===== config.mk =====
export PLATFORM = sky130hd
export DESIGN_NAME = nap_countdown
export DESIGN_NICKNAME = d
export VERILOG_FILES = /design/src/rtl/nap_countdown.sv
export SDC_FILE = /design/constraint.sdc
export NUM_CORES = 1
export LEC_CHECK = 0
export ABC_AREA = 1
export CAP_MARGIN = 20
export CORE_UTILIZATION = 50
export DETAILED_ROUTE_END_ITERATION = 12
export GPL_TIMING_DRIVEN = 0
export MAX_ROUTING_LAYER = met4
export PLACE_DENSITY = 0.76
export SYNTH_ARGS = -nofsm -noshare
export SYNTH_HDL_FRONTEND = slang
export SYNTH_SLANG_ARGS = --single-unit

===== constraint.sdc =====
create_clock -name clock -period 3.6 [get_ports clock]
set_input_delay 0.9 -clock clock [delete_from_list [all_inputs] [get_ports clock]]
set_output_delay 0.9 -clock clock [all_outputs]
set_load 0.02 [all_outputs]

===== src/rtl/nap_countdown.sv =====
// nap_countdown: BCD m:ss countdown timer with an auto-clearing alarm.
// A keypad setting is loaded in IDLE, counted down once per second in RUN,
// and announced in ALARM for ALARM_SECS seconds or until stop.
//
// Handshake: there is no valid/ready pair here. load is a level qualifier
// sampled on each rising edge and acted on only in IDLE; stop is a level that
// wins over load and over any due decrement or timeout in every state.
module nap_countdown #(
    parameter int TICKS_PER_SEC = 1000,
    parameter int ALARM_SECS    = 10
) (
    input  logic       clock,
    input  logic       reset,
    input  logic       load,
    input  logic [3:0] one_sec,
    input  logic [3:0] ten_sec,
    input  logic [3:0] one_min,
    input  logic       stop,
    output logic [3:0] cnt_one_sec,
    output logic [3:0] cnt_ten_sec,
    output logic [3:0] cnt_one_min,
    output logic       running,
    output logic       alarm,
    output logic       done,
    output logic [1:0] fsm_state
);

    localparam int PW = $clog2(TICKS_PER_SEC);
    localparam int AW = (ALARM_SECS > 1) ? $clog2(ALARM_SECS) : 1;

    typedef enum logic [1:0] {
        IDLE  = 2'd0,
        RUN   = 2'd1,
        ALARM = 2'd2
    } state_t;

    state_t        state, state_nxt;
    logic [PW-1:0] presc, presc_nxt;
    logic [AW-1:0] asec, asec_nxt;
    logic [3:0]    s_nxt, t_nxt, m_nxt;
    logic [3:0]    ld_s, ld_t, ld_m;
    logic          running_nxt, alarm_nxt, done_nxt;
    logic          wrap;

    // Debug view of the FSM state.
    assign fsm_state = state;

    // Out-of-range keypad digits saturate to the largest legal digit.
    assign ld_s = (one_sec > 4'd9) ? 4'd9 : one_sec;
    assign ld_t = (ten_sec > 4'd5) ? 4'd5 : ten_sec;
    assign ld_m = (one_min > 4'd9) ? 4'd9 : one_min;

    // Last cycle of a second.
    assign wrap = (presc == PW'(TICKS_PER_SEC - 1));

    // Next-state, counter and registered-output logic.
    always_comb begin
        state_nxt = state;
        presc_nxt = presc;
        asec_nxt  = asec;
        s_nxt     = cnt_one_sec;
        t_nxt     = cnt_ten_sec;
        m_nxt     = cnt_one_min;
        case (state)
            IDLE: begin
                presc_nxt = '0;
                asec_nxt  = '0;
                // A 0:00 setting would expire immediately, so it is dropped.
                if (load && !stop && ((ld_s | ld_t | ld_m) != 4'd0)) begin
                    s_nxt     = ld_s;
                    t_nxt     = ld_t;
                    m_nxt     = ld_m;
                    state_nxt = RUN;
                end
            end
            RUN: begin
                if (stop) begin
                    state_nxt = IDLE;
                    presc_nxt = '0;
                    s_nxt     = 4'd0;
                    t_nxt     = 4'd0;
                    m_nxt     = 4'd0;
                end else if (wrap) begin
                    presc_nxt = '0;
                    if (cnt_one_sec != 4'd0) begin
                        s_nxt = cnt_one_sec - 4'd1;
                    end else begin
                        s_nxt = 4'd9;
                        if (cnt_ten_sec != 4'd0) begin
                            t_nxt = cnt_ten_sec - 4'd1;
                        end else begin
                            t_nxt = 4'd5;
                            m_nxt = cnt_one_min - 4'd1;
                        end
                    end
                    // Only 0:01 decrements to 0:00; it never borrows.
                    if (cnt_one_sec == 4'd1 && cnt_ten_sec == 4'd0 &&
                        cnt_one_min == 4'd0) begin
                        state_nxt = ALARM;
                        asec_nxt  = '0;
                    end
                end else begin
                    presc_nxt = presc + PW'(1);
                end
            end
            ALARM: begin
                if (stop) begin
                    state_nxt = IDLE;
                    presc_nxt = '0;
                end else if (wrap) begin
                    presc_nxt = '0;
                    if (asec == AW'(ALARM_SECS - 1)) begin
                        state_nxt = IDLE;
                    end else begin
                        asec_nxt = asec + AW'(1);
                    end
                end else begin
                    presc_nxt = presc + PW'(1);
                end
            end
            default: begin
                state_nxt = IDLE;
                presc_nxt = '0;
                asec_nxt  = '0;
                s_nxt     = 4'd0;
                t_nxt     = 4'd0;
                m_nxt     = 4'd0;
            end
        endcase
        running_nxt = (state_nxt == RUN);
        alarm_nxt   = (state_nxt == ALARM);
        done_nxt    = (state == RUN) && (state_nxt == ALARM);
    end

    // State, counters and outputs all update together on the rising edge.
    always_ff @(posedge clock) begin
        if (reset) begin
            state       <= IDLE;
            presc       <= '0;
            asec        <= '0;
            cnt_one_sec <= 4'd0;
            cnt_ten_sec <= 4'd0;
            cnt_one_min <= 4'd0;
            running     <= 1'b0;
            alarm       <= 1'b0;
            done        <= 1'b0;
        end else begin
            state       <= state_nxt;
            presc       <= presc_nxt;
            asec        <= asec_nxt;
            cnt_one_sec <= s_nxt;
            cnt_ten_sec <= t_nxt;
            cnt_one_min <= m_nxt;
            running     <= running_nxt;
            alarm       <= alarm_nxt;
            done        <= done_nxt;
        end
    end

endmodule


; Yosys cells after proc, flatten, opt, wreduce, memory -nomap -nowiden
; Index checks and enable logic that the tools add are counted.
[classes]
addsub = 5
order_cmp = 3
eq_ne = 17
n_mux = 35
bitwise_logic = 4
n_reduce_logical = 18
[op_table]
columns = cell, n
row1 = two-way mux 4 bit, 23
row2 = one-hot mux 4 bit (3 select lines), 3
row3 = two-way mux 2 bit, 7
row4 = "inequality test 2 bit, second input constant", 7
row5 = nonzero test 4 bit, 3
row6 = "subtractor 4 x 1 -> 4 bit, second input constant", 3
row7 = "adder 10 x 1 -> 10 bit, second input constant", 1
row8 = "== test 10 bit, second input constant", 1
row9 = "inequality test 3 bit, second input constant", 3
row10 = "greater-than comparator 4 bit, second input constant", 2
row11 = zero test 4 bit, 2
row12 = bitwise OR 4 bit, 2
row13 = one-hot mux 4 bit (2 select lines), 1
row14 = one-hot mux 2 bit (3 select lines), 1
row15 = AND reduction 6 bit, 1
row16 = logical AND 1 bit, 5
row17 = AND reduction 5 bit, 1
row18 = "adder 4 x 1 -> 4 bit, second input constant", 1
row19 = "== test 2 x 1 -> 1 bit, second input constant", 2
row20 = "== test 2 bit, second input constant", 2
row21 = "== test 4 x 1 -> 1 bit, second input constant", 1
row22 = "== test 4 bit, second input constant", 1
row23 = "greater-than comparator 4 x 3 -> 1 bit, second input constant", 1
row24 = AND reduction 4 bit, 1
row25 = other kinds (6), 7
[totals]
regBits = 31
input_bits = 16
out_inout_bits = 17

; Longest topological paths before layout
; Gate-level depths: netlist (run 1).
[depth]
depth_word = 10
mapped_depth = 12
depth_no_buf = 12

; Worst setup path after synthesis (run 1)
; Ideal clock, no wire load.
[synth_timing]
kind = input to register
startpoint = in one_min[2]
endpoint = reg cnt_one_min[1]
arrival_time_ns = 1.777
t_required_ns = 3.486
slack_ns = 1.709
stages = 10
n_path_buf = 0
cell_sequence = nor2_1 -> nor2_1 -> nor2_1 -> nand3_1 -> nand2_1 -> nand2_1 -> nand4_2 -> nand2_1 -> nand2_1 -> nor2_1
[synth_via]
elab_chain_cells = 7
word_cells_on_any_way = 9
cone_classes = order compare (1) / eq/ne (1) / mux (3) / bitwise (1) / reduce/logical (3)
[synth_lines]
columns = item, line
row1 = from (decl), 17  ; input logic [3:0] one_min,
row2 = greater-than comparator 4 bit, 51  ; assign ld_m = (one_min > 4'd9) ? 4'd9 : one_min;
row3 = two-way mux 4 bit *, 51
row4 = bitwise OR 4 bit, 69  ; if (load && !stop && ((ld_s | ld_t | ld_m) != 4'd0)) begin
row5 = nonzero test 4 bit, 69
row6 = logical AND 1 bit, 69
row7 = inequality test 2 bit (no source line), --
row8 = AND reduction 5 bit (no source line), --
row9 = to (signal assigned), 153  ; cnt_one_min <= m_nxt;
row10 = to (decl), 21  ; output logic [3:0] cnt_one_min,
; Mark *: on every way between the ends. The rest lies on a longest branch, timed or not. The select of a mux whose other input is x is not followed.
; A chain may end at the register's enable or synchronous reset.

; Final worst setup path (run 1)
[layout_timing]
startpoint = reg cnt_one_sec[0]
endpoint = out cnt_one_sec[0]
[layout_lines]
columns = item, line
row1 = from (decl), 19  ; output logic [3:0] cnt_one_sec,
row2 = from (signal assigned), 151  ; cnt_one_sec <= s_nxt;
; No word-level cell between the ends.

==> impl_metrics.toml, run 1 <==
[sta]
slew_violations = 0
rsz0062_at_grt = "false"
min_period_ns = 2.26
relSlewSlack_pct = 68.9
fmax_mhz = 442
min_period_over_period_pct = 62.8
setup_viol = 0
hold_violations = 0
tns_ns = 0
skew_ns = 0.00631
worst_pin_slew_ns = 0.466
fin_ws_ns = 1.34

[clock_network]
cts_tree = "yes"
cts_sinks = 31
cts_max_level = 2
clockRootBuffer = "clkbuf_8"
clk_latency_ns = 0.28
post_cts_buffers = 0
ctsHoldBuffers = 0
clk_pin_slew_worst_paths_ns = 0.06
cts_resized = 0
cts.path.max_buffers = 2
cts_buffers = 5

[setup_path]
cp-start-kind = "flop"
cp_slowest_cell = "clkdlybuf4s50_1"
cp_top_family = "buffers and inverters"
cp_cell_sequence = "clkdlybuf4s50_1"
cp_max_fo = 6
crit_buf_inv = 1
critPathArrivalTime_ns = 1.36
required_ns = 2.70
slowest_delay_ns = 0.65
cp-end-kind = "output pin"
crit_type = "flop to output pin"

[global_routing]
track_usage_pct = 23.3
grt_pass1_vias = 1727
grt_first_pass_wirelength_mm = 7.20
antenna_found_initial = 0
grt_overflow = 0
grt_max_degree = 11

[synthesis]
syn_inst = 278
async_reset_ff_share_pct = 0
synth_area_sq_mm = 0.00190
synth_top_area_share_pct = 32.7
synth_top_family_by_area = "simple AND/OR/NAND/NOR gates"
syn_avg_cell_area_sq_um = 6.82
yosysSeqAreaShare_pct = 32.7
synthAdderAreaFrac_pct = 7.92
synth_top_area_cell = "dfxtp_1"
yosys-top-cells-area = "dfxtp_1 33%, nand2_1 10%, nor2_1 9.5%"
synth.net_count = 306
yosys_warnings = 0
synthXorXnorAreaFrac_pct = 3.23
ys_seq_elements = 31
synth-edff-count = 0
synth-simple-area-share_pct = 37.0
synth-main-ff-cell = "dfxtp_1"
synth_cell_types = 33
synth_compound_area_share_pct = 11.0
yosys-mux-area-fraction_pct = 0

[cells_and_area]
layout.nets = 344
n_antenna_cell = 0
areaGrowthSynthToFinish_pct = 24.8
final_layout_size_suffix_gt1_share_pct = 6.94

[placed_design]
gp_congestion = 0.866
dp_slack_ns = 1.07
port_buffers = 31
dp_hpwl_mm = 3.20

[detailed_routing]
vias = 1882
drc = 0
first_pass_iters = 4
drt-initial-drc-count = 77
final_antenna_net_count = 0
drt-total-wl_mm = 4.19
wire_per_inst_microns = 11.5
via_per_inst = 5.16

[floorplanning]
die_h_microns = 63.6
core_area_sq_mm = 0.00366
pin_count = 33
die_w_microns = 63.6
initial_core_util_pct = 51.8
row_count = 22
dieArea_sq_mm = 0.00404

[pwr]
max-vdd-ir-drop_uv = 323
leakage_nw = 1.01
powerDensity_mw_per_mm2 = 368

[hold_path]
hold_class = "flop to flop"

[flow_run]
maxCapViolations = 0

[run_status]
run_status = "finished, final reports clean"
## per-stage QoR
| step | cell area, sq um | power, mW | util (%) | std cells | hold WS (ns) |
|---|---|---|---|---|---|
| CTS | 2370 | 0.880 | 64.6 | 365 | 0.452 |
| detailed placement | 2270 | 0.583 | 61.9 | 357 | 0.437 |
| floorplan | 1900 | 0.509 | - | 278 | 0.418 |
| finish | 2370 | 0.872 | 64.6 | 365 | 0.447 |
| global placement | 2270 | 0.580 | 61.9 | 357 | 0.434 |
| global route | 2370 | 0.924 | 64.6 | 365 | 0.472 |
## logic make-up (layout without fill, tap and decap cells)
logic type / after synthesis / in the layout
compound gates: 35 / 35
xor+xnor: 7 / 7
fa+ha+maj: 12 / 12
buf+inv: 41 / 80
flops: 31 / 31
simple gates: 152 / 152
## Yosys cell counts (all sizes together), types with 3 or more instances
cell type,number
nand3,22
nor2,52
nand2,57
nor3,6
dfxtp,31
xor2,3
ha,12
o21ai,11
a21oi,17
inv,38
xnor2,4
nand4,11
## worst paths after layout
check / startpoint / to / slack [ns] / depth (start not counted)
setup reg to reg: fsm_state[1] / cnt_one_min[1] / 1.70 / 8
setup / recovery: cnt_one_sec[0] / cnt_one_sec[0] / 1.34 / 1
hold / removal: presc[0] / presc[0] / 0.45 / 1
hold reg to reg: presc[0] / presc[0] / 0.45 / 1
## cell type report
| cell class | instances | area [sq um] |
|---|---|---|
| plain buffers | 2 | 8.76 |
| well taps | 48 | 60.1 |
| repair buffers | 31 | 310 |
| flip-flops and latches | 31 | 621 |
| fillers | 338 | 1290 |
| clock buffers | 8 | 100 |
| inverters | 39 | 146 |
| multi-input cells | 206 | 1120 |
## registers in the layout, summed over array words and instances (netlist names)
register / cells
presc: 10
alarm: 1
running: 1
done: 1
fsm_state: 2
cnt_one_min: 4
cnt_one_sec: 4
asec: 4
cnt_ten_sec: 4
## power breakdown
group	switching (mW)	internal (mW)
clock	0.119	0.174
sequential	0.0157	0.360
combinational	0.118	0.0849
total	0.253	0.619
## per-layer routing
metal / global-route usage, % / wire, microns / vias up
met5: - / 0 / -
met1: 26.9 / 1910 / 856
met4: 10.2 / 63 / 0
li1: - / - / 976
met3: 5.25 / 181 / 7
met2: 38.3 / 2030 / 43
## placed cells by master, fill, tap and decap left out, types with 2 or more instances in the layout
| cell | n |
|---|---|
| a21oi_1 | 16 |
| clkbuf_1 | 2 |
| clkbuf_8 | 7 |
| clkdlybuf4s50_1 | 31 |
| dfxtp_1 | 31 |
| ha_1 | 12 |
| inv_1 | 37 |
| nand2_1 | 52 |
| nand2_2 | 3 |
| nand2_4 | 2 |
| nand3_1 | 22 |
| nand4_1 | 10 |
| nor2_1 | 48 |
| nor2_4 | 3 |
| nor3_1 | 6 |
| nor3b_1 | 2 |
| o21ai_0 | 10 |
| xnor2_1 | 4 |
| xor2_1 | 3 |
Power figures use the tool's default switching activity.
==> inputs of run 2 (changes only) <==
==> constraint.sdc (replaced) <==
create_clock -name clock -period 2.35 [get_ports clock]
set_input_delay 0.5875 -clock clock [delete_from_list [all_inputs] [get_ports clock]]
set_output_delay 0.5875 -clock clock [all_outputs]
set_load 0.02 [all_outputs]
==> results of run 2 <==
The final DEF is identical to that of run 1. Status: finished, final reports clean.
Main changes from that run: setup slack after placement 1.07 ns -> 0.129 ns; setup slack after layout 1.34 ns -> 0.402 ns; register-to-register setup slack 1.70 ns -> 0.45 ns; total power 0.872 mW -> 1.34 mW; worst IR drop on VDD 323 uV -> 494 uV
==> inputs of run 3 (changes only) <==
==> constraint.sdc (replaced) <==
create_clock -name clock -period 2 [get_ports clock]
set_input_delay 0.5 -clock clock [delete_from_list [all_inputs] [get_ports clock]]
set_output_delay 0.5 -clock clock [all_outputs]
set_load 0.02 [all_outputs]
==> impl_metrics.toml, run 3 (synthesized netlist as in run 1, its figures left out) <==
[run_status]
run_status = "finished, final reports clean"

[cells_and_area]
multi_input_area_sq_mm = 0.00113
layout.nets = 344
regArea_sq_um = 621
final_cell_area_sq_mm = 0.00238
final_cell_mix = "52 x nand2_1, 48 x nor2_1, 36 x inv_1"
areaGrowthSynthToFinish_pct = 25.5
fin_util_pct = 65.0
top_register = "presc"
final_common_cell = "nand2_1"
n_antenna_cell = 0
n_fill_cell = 338
final_layout_size_suffix_gt1_share_pct = 7.57
largest_reg_flops = 10

[sta]
fin_ws_ns = 0.146
relSlewSlack_pct = 68.7
fmax_mhz = 539
min_period_ns = 1.85
skew_ns = 0.00577
hold_violations = 0
min_period_over_period_pct = 92.7
setup_viol = 0
rsz0062_at_grt = "false"
worst_pin_slew_ns = 0.470
slew_violations = 0

[global_routing]
antenna_found_initial = 0
grt_first_pass_wirelength_mm = 7.20
track_usage_pct = 23.3
grt_pass1_vias = 1727
grt_overflow = 0
grt_max_degree = 11

[setup_path]
cp-start-kind = "flop"
cp_cell_sequence = "clkdlybuf4s50_1"
crit_buf_inv = 1
required_ns = 1.50
cp_max_fo = 6
cp_slowest_cell = "clkdlybuf4s50_1"
slowest_delay_ns = 0.64
critPathArrivalTime_ns = 1.35
cp_top_family = "buffers and inverters"
crit_type = "flop to output pin"
cp-end-kind = "output pin"

[detailed_routing]
first_pass_iters = 4
drt-initial-drc-count = 75
via_per_inst = 5.12
drc = 0
wire_per_inst_microns = 11.6
vias = 1868
drt-total-wl_mm = 4.23
final_antenna_net_count = 0

[placed_design]
port_buffers = 31
dp_slack_ns = -0.134
place_area_sq_mm = 0.00227
gp_congestion = 0.866
dp_hpwl_mm = 3.20

[clock_network]
ctsHoldBuffers = 0
cts_tree = "yes"
cts.path.max_buffers = 2
cts_max_level = 2
post_cts_buffers = 0
clk_pin_slew_worst_paths_ns = 0.06
clk_latency_ns = 0.29
clockRootBuffer = "clkbuf_8"
cts_buffers = 5
cts_sinks = 31

[floorplanning]
die_h_microns = 63.6
dieArea_sq_mm = 0.00404
pin_count = 33
core_area_sq_mm = 0.00366
row_count = 22
die_w_microns = 63.6
initial_core_util_pct = 51.8

[pwr]
powerDensity_mw_per_mm2 = 664
leakage_nw = 1.01
max-vdd-ir-drop_uv = 581

[flow_run]
maxCapViolations = 0

[hold_path]
hold_class = "flop to flop"
==> run 3: final cells by class <==
type / count / area share, %
Tap cell: 48 / 2.52
Timing Repair Buffer: 31 / 13.0
Buffer: 2 / 0.368
Sequential cell: 31 / 26.1
Clock buffer: 8 / 4.21
Multi-Input combinational cell: 206 / 47.6
Inverter: 39 / 6.15
==> run 3: final timing paths <==
kind                   from              to  slack (ns)  cells after the start
max reg2reg    fsm_state[1]  cnt_ten_sec[3]        0.21                     10
max          cnt_one_sec[0]  cnt_one_sec[0]        0.15                      1
min                presc[0]        presc[0]        0.45                      1
min reg2reg        presc[0]        presc[0]        0.45                      1
==> run 3: through the flow <==
| stage | power, mW | hold WS [ns] | instances | TNS [ns] |
|---|---|---|---|---|
| after floorplan | 0.916 | 0.418 | 278 | 0 |
| after global placement | 1.04 | 0.434 | 357 | -1.03 |
| after detailed placement | 1.05 | 0.437 | 357 | -1.21 |
| after CTS | 1.58 | 0.452 | 365 | 0 |
| after global routing | 1.67 | 0.472 | 365 | 0 |
| final | 1.58 | 0.447 | 365 | 0 |
==> run 3: metal layers <==
layer / track usage (%) / part of all wire (%) / vias to the layer above
li1: - / - / 976
met1: 26.9 / 47 / 855
met2: 38.3 / 48 / 28
met3: 5.25 / 3.7 / 9
met4: 10.2 / 1.8 / 0
met5: - / 0 / -
==> run 3: repair_timing <==
item / 4_1_cts / 5_1_grt
resized for setup: 0 / 3
hold endpoints to repair: 0 / 0
endpoints found under the setup margin: 0 / 4
==> run 3: power breakdown <==
group          internal, mW  switching [mW]
Sequential            0.647          0.0282
Clock                 0.313           0.218
Combinational         0.156           0.216
Total                  1.12           0.463
